<file path="src/rtl/or16_rr_arbiter.sv">
// or16_rr_arbiter: round-robin arbiter for the shared, flopped OR_16b resource.
// One-hot registered grant, bounded hold with preemption, registered any_req.
module or16_rr_arbiter #(
  parameter int N        = 16,
  parameter int ID_W     = 4,
  parameter int LOCK_MAX = 8
) (
  input  logic            clk,
  input  logic            rst,
  input  logic [N-1:0]    req,
  output logic [N-1:0]    gnt,
  output logic            gnt_valid,
  output logic [ID_W-1:0] gnt_id,
  output logic            any_req
);

  typedef enum logic {
    IDLE  = 1'b0,
    GRANT = 1'b1
  } state_t;

  state_t          state_q;
  logic [N-1:0]    gnt_q;
  logic            gnt_valid_q;
  logic [ID_W-1:0] gnt_id_q;
  logic            any_req_q;
  logic [3:0]      ptr_q;
  logic [7:0]      hcnt_q;

  logic [N-1:0]    cand;
  logic [N-1:0]    hit;
  logic            win_found;
  logic [3:0]      win_off;
  logic [4:0]      win_sum;
  logic [3:0]      win_idx;
  logic [3:0]      win_next_ptr;
  logic [N-1:0]    win_onehot;
  logic            holder_req;
  logic            preempt_ok;
  logic            take;

  // The holder is never a candidate: on release its req is already low,
  // and on preemption it must be skipped.
  assign cand = req & ~gnt_q;

  // hit[k] = cand[(ptr + k) mod N]; the doubled vector makes the wrap free.
  assign hit = N'({cand, cand} >> ptr_q);

  always_comb begin
    win_off = '0;
    for (int k = N - 1; k >= 0; k--) begin
      if (hit[k]) win_off = 4'(k);
    end
  end

  assign win_found    = |hit;
  assign win_sum      = {1'b0, ptr_q} + {1'b0, win_off};
  assign win_idx      = (win_sum >= 5'(N)) ? 4'(win_sum - 5'(N)) : 4'(win_sum);
  assign win_next_ptr = (win_idx == 4'(N - 1)) ? 4'd0 : win_idx + 4'd1;

  for (genvar gi = 0; gi < N; gi++) begin : g_onehot
    assign win_onehot[gi] = (win_idx == 4'(gi));
  end

  assign holder_req = |(req & gnt_q);
  assign preempt_ok = (LOCK_MAX != 0) && (hcnt_q >= 8'(LOCK_MAX)) && win_found;

  always_comb begin
    take = 1'b0;
    case (state_q)
      IDLE:  take = win_found;
      GRANT: take = win_found && (!holder_req || preempt_ok);
    endcase
  end

  always_ff @(posedge clk or posedge rst) begin
    if (rst) begin
      state_q     <= IDLE;
      gnt_q       <= '0;
      gnt_valid_q <= 1'b0;
      gnt_id_q    <= '0;
      any_req_q   <= 1'b0;
      ptr_q       <= '0;
      hcnt_q      <= '0;
    end else begin
      any_req_q <= |req;
      if (take) begin
        state_q     <= GRANT;
        gnt_q       <= win_onehot;
        gnt_valid_q <= 1'b1;
        gnt_id_q    <= win_idx[ID_W-1:0];
        ptr_q       <= win_next_ptr;
        hcnt_q      <= 8'd1;
      end else begin
        case (state_q)
          IDLE: begin
            gnt_q       <= '0;
            gnt_valid_q <= 1'b0;
            gnt_id_q    <= '0;
          end
          GRANT: begin
            if (!holder_req) begin
              // Release with nobody waiting: ptr keeps pointing past the old holder.
              state_q     <= IDLE;
              gnt_q       <= '0;
              gnt_valid_q <= 1'b0;
              gnt_id_q    <= '0;
              hcnt_q      <= '0;
            end else if (hcnt_q != 8'hFF) begin
              hcnt_q <= hcnt_q + 8'd1;
            end
          end
        endcase
      end
    end
  end

  assign gnt       = gnt_q;
  assign gnt_valid = gnt_valid_q;
  assign gnt_id    = gnt_id_q;
  assign any_req   = any_req_q;

endmodule

</file>
<file path="config.mk">
export PLATFORM = sky130hd
export DESIGN_NAME = or16_rr_arbiter
export DESIGN_NICKNAME = d
export VERILOG_FILES = /design/src/rtl/or16_rr_arbiter.sv
export SDC_FILE = /design/constraint.sdc
export NUM_CORES = 1
export LEC_CHECK = 0
export BUFFER_PORTS_ARGS = -buffer_cell sky130_fd_sc_hd__buf_2
export CAP_MARGIN = 10
export CORE_ASPECT_RATIO = 0.5
export CORE_MARGIN = 5
export CORE_UTILIZATION = 65
export CTS_BUF_LIST = sky130_fd_sc_hd__clkbuf_2 sky130_fd_sc_hd__clkbuf_4 sky130_fd_sc_hd__clkbuf_8
export CTS_CLUSTER_DIAMETER = 120
export CTS_CLUSTER_SIZE = 28
export DETAILED_ROUTE_END_ITERATION = 8
export PLACE_DENSITY = 0.88
export SYNTH_ARGS = -nofsm -noshare
export SYNTH_HDL_FRONTEND = slang
export SYNTH_SLANG_ARGS = --single-unit
</file>
<file path="constraint.sdc">
create_clock -name clk -period 14 [get_ports clk]
set_clock_uncertainty 0.1 [all_clocks]
set_input_delay 1.4 -clock clk [delete_from_list [all_inputs] [get_ports clk]]
set_output_delay 1.4 -clock clk [all_outputs]
set_load 0.005 [all_outputs]
</file>
==> impl_results.md <==
* Worst path required time at between 10 and 15 ns
* DRT iter0 DRCs at between 200 and 300
* Vias in the first global route at 2,995
* Hold path startpoint: gnt_id[2]
* RSZ-0062 raised after global routing: false
* Asr flop ratio synth at 1.00
* Syn nets at 382
* Yosys cell types at 62
* DRC at 0
* R2R Setup Slk at just under 9 ns
* Status: complete, no violations
* CP Buf/Inv Count at 1
* Final Cycle Share at 0.388
* Clk slew on worst S/H paths at about 0.07 ns
* First-pass GRT wire length at around 15,000 µm
* #FFs+latches synth at 35
* Worst setup path start: req[4]
* Worst hold endpoint: gnt_id[2]
* Largest net degree at the start of global routing at 36
* Clk_lat worst skew at ~0.3 ns
* Crit Path Category: in2reg
* Die area at between 6000 and 7000 µm²
* Worst path max stage delay at between 0.8 and 0.9 ns
* WL/cell at approximately 20 µm
* Critical path launch point type: primary input
* Ys Warns at 0
* Via density at approximately 7
* Top delay family on crit path: compound AO/OA/AOI/OAI gates
* Synth Instances at roughly 350
* WP depth at 17
* CTS H-tree lvls at 2
* Clock tree buffer depth at 2
* Crit path max-delay cell type: xnor2_1
* DRT Pass-1 Iters at 7
* Crit path DAT at 5.56 ns
* Layout Nets at approximately 410
* Setup Buffers After CTS at 0
* CTS root buf: clkbuf_8
* N_diodes at 0
* Most common cell in the netlist: dfrtp_1
* Number of max-cap violations at 0
* Top-area cell type share of the netlist area at 0.264
* Fin util at 0.733
* Synth top area cells: dfrtp_1 (26%), mux2i_1 (8.1%), mux4_2 (4.7%)
* I/O pin cnt at 40
* Critical Path Sink Type: register
* FMAX at approximately 0.18 GHz
* Initial antenna violation count at 0
* Row count at 18
* CTS tree: done
* Die width at about 110 µm
* Post-cts sizing count at 0
* Sink Count at 35
* Total negative setup slack at 0 ns
* CP Max Fanout at 6
* Top cells by count, synth: dfrtp_1 (35), mux2i_1 (27), nor2_1 (22), nand2_1 (20), nor2b_1 (19)
* Number of buffers created by CTS at 5
* Post-synth EDFFs at 0
* Worst hold path type: reg2reg
* Top_reg_cell synth: dfrtp_1
* Crit path setup slack, layout at 8.56 ns
* Final setup fails at 0
* Area Growth Syn to Fin at 8.93%
* Fin cells at about 460
* Die Y at a little over 60 µm
* Number of hold buffers added after CTS at 0
* I/O Buffers at 39
* Remaining antenna violation count at 0
* Initial Util at 0.673
* GRT Total Usage at 0.278
* Most used cell, CP: a21oi_1
* Critical R2R Capture: ptr_q[3]
* Seq/Total Area, Yosys at 0.264
* Hold depth at 1
* Last weighted congestion value of the routability-driven placer at between 0.9 and 1
* # fillers at around 370
* Final hold violation count at 0
* Via count at ~3,200
* Worst flop-to-flop path startpoint: ptr_q[0]
* Setup WS pre-CTS at 8.39 ns
* DP HPWL at a little under 7000 µm
* Dpl cells at around 450
* R2R depth at 16
* Final Max Slew Viols at 0
* Grt total ovfl at 0
* Cell taking the most area after synthesis: dfrtp_1
* Slew margin rel. at 0.277
* Syn_area_per_cell at between 9 and 10 µm²
* Worst slew pin tran at roughly 1.1 ns
* Routed Wire Length at around 9000 µm
* Min Tclk post-route at roughly 5.4 ns
* Post-synthesis instance area at 3320 µm²
* CP Cell Sequence: buf_2 -> nor2b_1 -> mux2i_1 -> mux2i_1 -> o21ai_0 -> a2bb2oi_1 -> a2111oi_0 -> o221ai_1 -> a31oi_1 -> ha_1 -> a21o_1 -> a21oi_1 -> xnor2_1 -> mux2_2 -> a21oi_1 -> a21oi_1 -> a21oi_1
* Share of layout cells above drive strength 1 at 0.194
* Core Box Area at slightly below 5000 µm²
==> worst max path at each step <==
stage               endpoint  slack, ns
floorplan           ptr_q[3]       8.88
global placement    ptr_q[3]       8.49
detailed placement  ptr_q[3]       8.39
CTS                 ptr_q[3]       8.66
global route        ptr_q[3]       8.23
finish              ptr_q[3]       8.56
==> sequential cells by signal, summed over array words and instances (netlist names) <==
signal and cells:
any_req 1, gnt_id 4, gnt_valid 1, gnt 16, hcnt_q 8, state_q 1
ptr_q 4
==> layer usage <==
layer | part of all wire | global-route usage | vias up
li1 | - | - | 1436
met1 | 0.41 | 0.352 | 1522
met2 | 0.47 | 0.475 | 190
met3 | 0.084 | 0.0637 | 32
met4 | 0.031 | 0.120 | 0
met5 | 0 | 0 | -
==> logic make-up (layout without fill, tap and decap cells) <==
| family | after synthesis | after routing | share of synthesized area |
|---|---|---|---|
| and+or+nand+nor | 117 | 117 | 0.204 |
| AOI/OAI and AO/OA | 117 | 117 | 0.267 |
| buffers and inverters | 26 | 58 | 0.0384 |
| DFF | 35 | 35 | 0.264 |
| adders and majority gates | 10 | 10 | 0.0400 |
| xor gates and xnor gates | 7 | 7 | 0.0264 |
| muxes | 42 | 42 | 0.160 |
==> layout by cell type (no fill, tap or decap), types with 6 or more instances in the layout <==
cell type | synthesis | layout
a21oi_1 | 10 | 10
a221oi_1 | 6 | 6
a22o_1 | 17 | 17
a22oi_1 | 9 | 9
a32o_1 | 12 | 12
buf_2 | 3 | 39
dfrtp_1 | 35 | 35
ha_1 | 9 | 9
inv_1 | 6 | 6
mux2_2 | 6 | 6
mux2i_1 | 27 | 27
mux4_2 | 7 | 7
nand2_1 | 20 | 20
nand2b_1 | 18 | 18
nand3_1 | 8 | 8
nand4_1 | 6 | 6
nor2_1 | 22 | 22
nor2b_1 | 19 | 19
o211ai_1 | 6 | 6
o21ai_0 | 18 | 18
==> through the flow <==
step           hold WS (ns)  cell area (µm²)
2_1_floorplan         0.370             3320
3_3_place_gp          0.356             3530
3_5_place_dp          0.360             3530
4_1_cts               0.377             3620
5_1_grt               0.386             3620
6_report              0.372             3620
==> final cells by class <==
type | count | area [µm²] | area share
clock buffers | 5 | 68.8 | 0.0190
multi-input cells | 293 | 2320 | 0.640
well taps | 70 | 87.6 | 0.0242
flip-flops and latches | 35 | 876 | 0.242
repair buffers | 42 | 218 | 0.0602
clock inverters | 3 | 20.0 | 0.00554
inverters | 8 | 30.0 | 0.00830
Power is not shown: default switching activity piles up to over one toggle a cycle in this logic, so the estimate is an artifact.
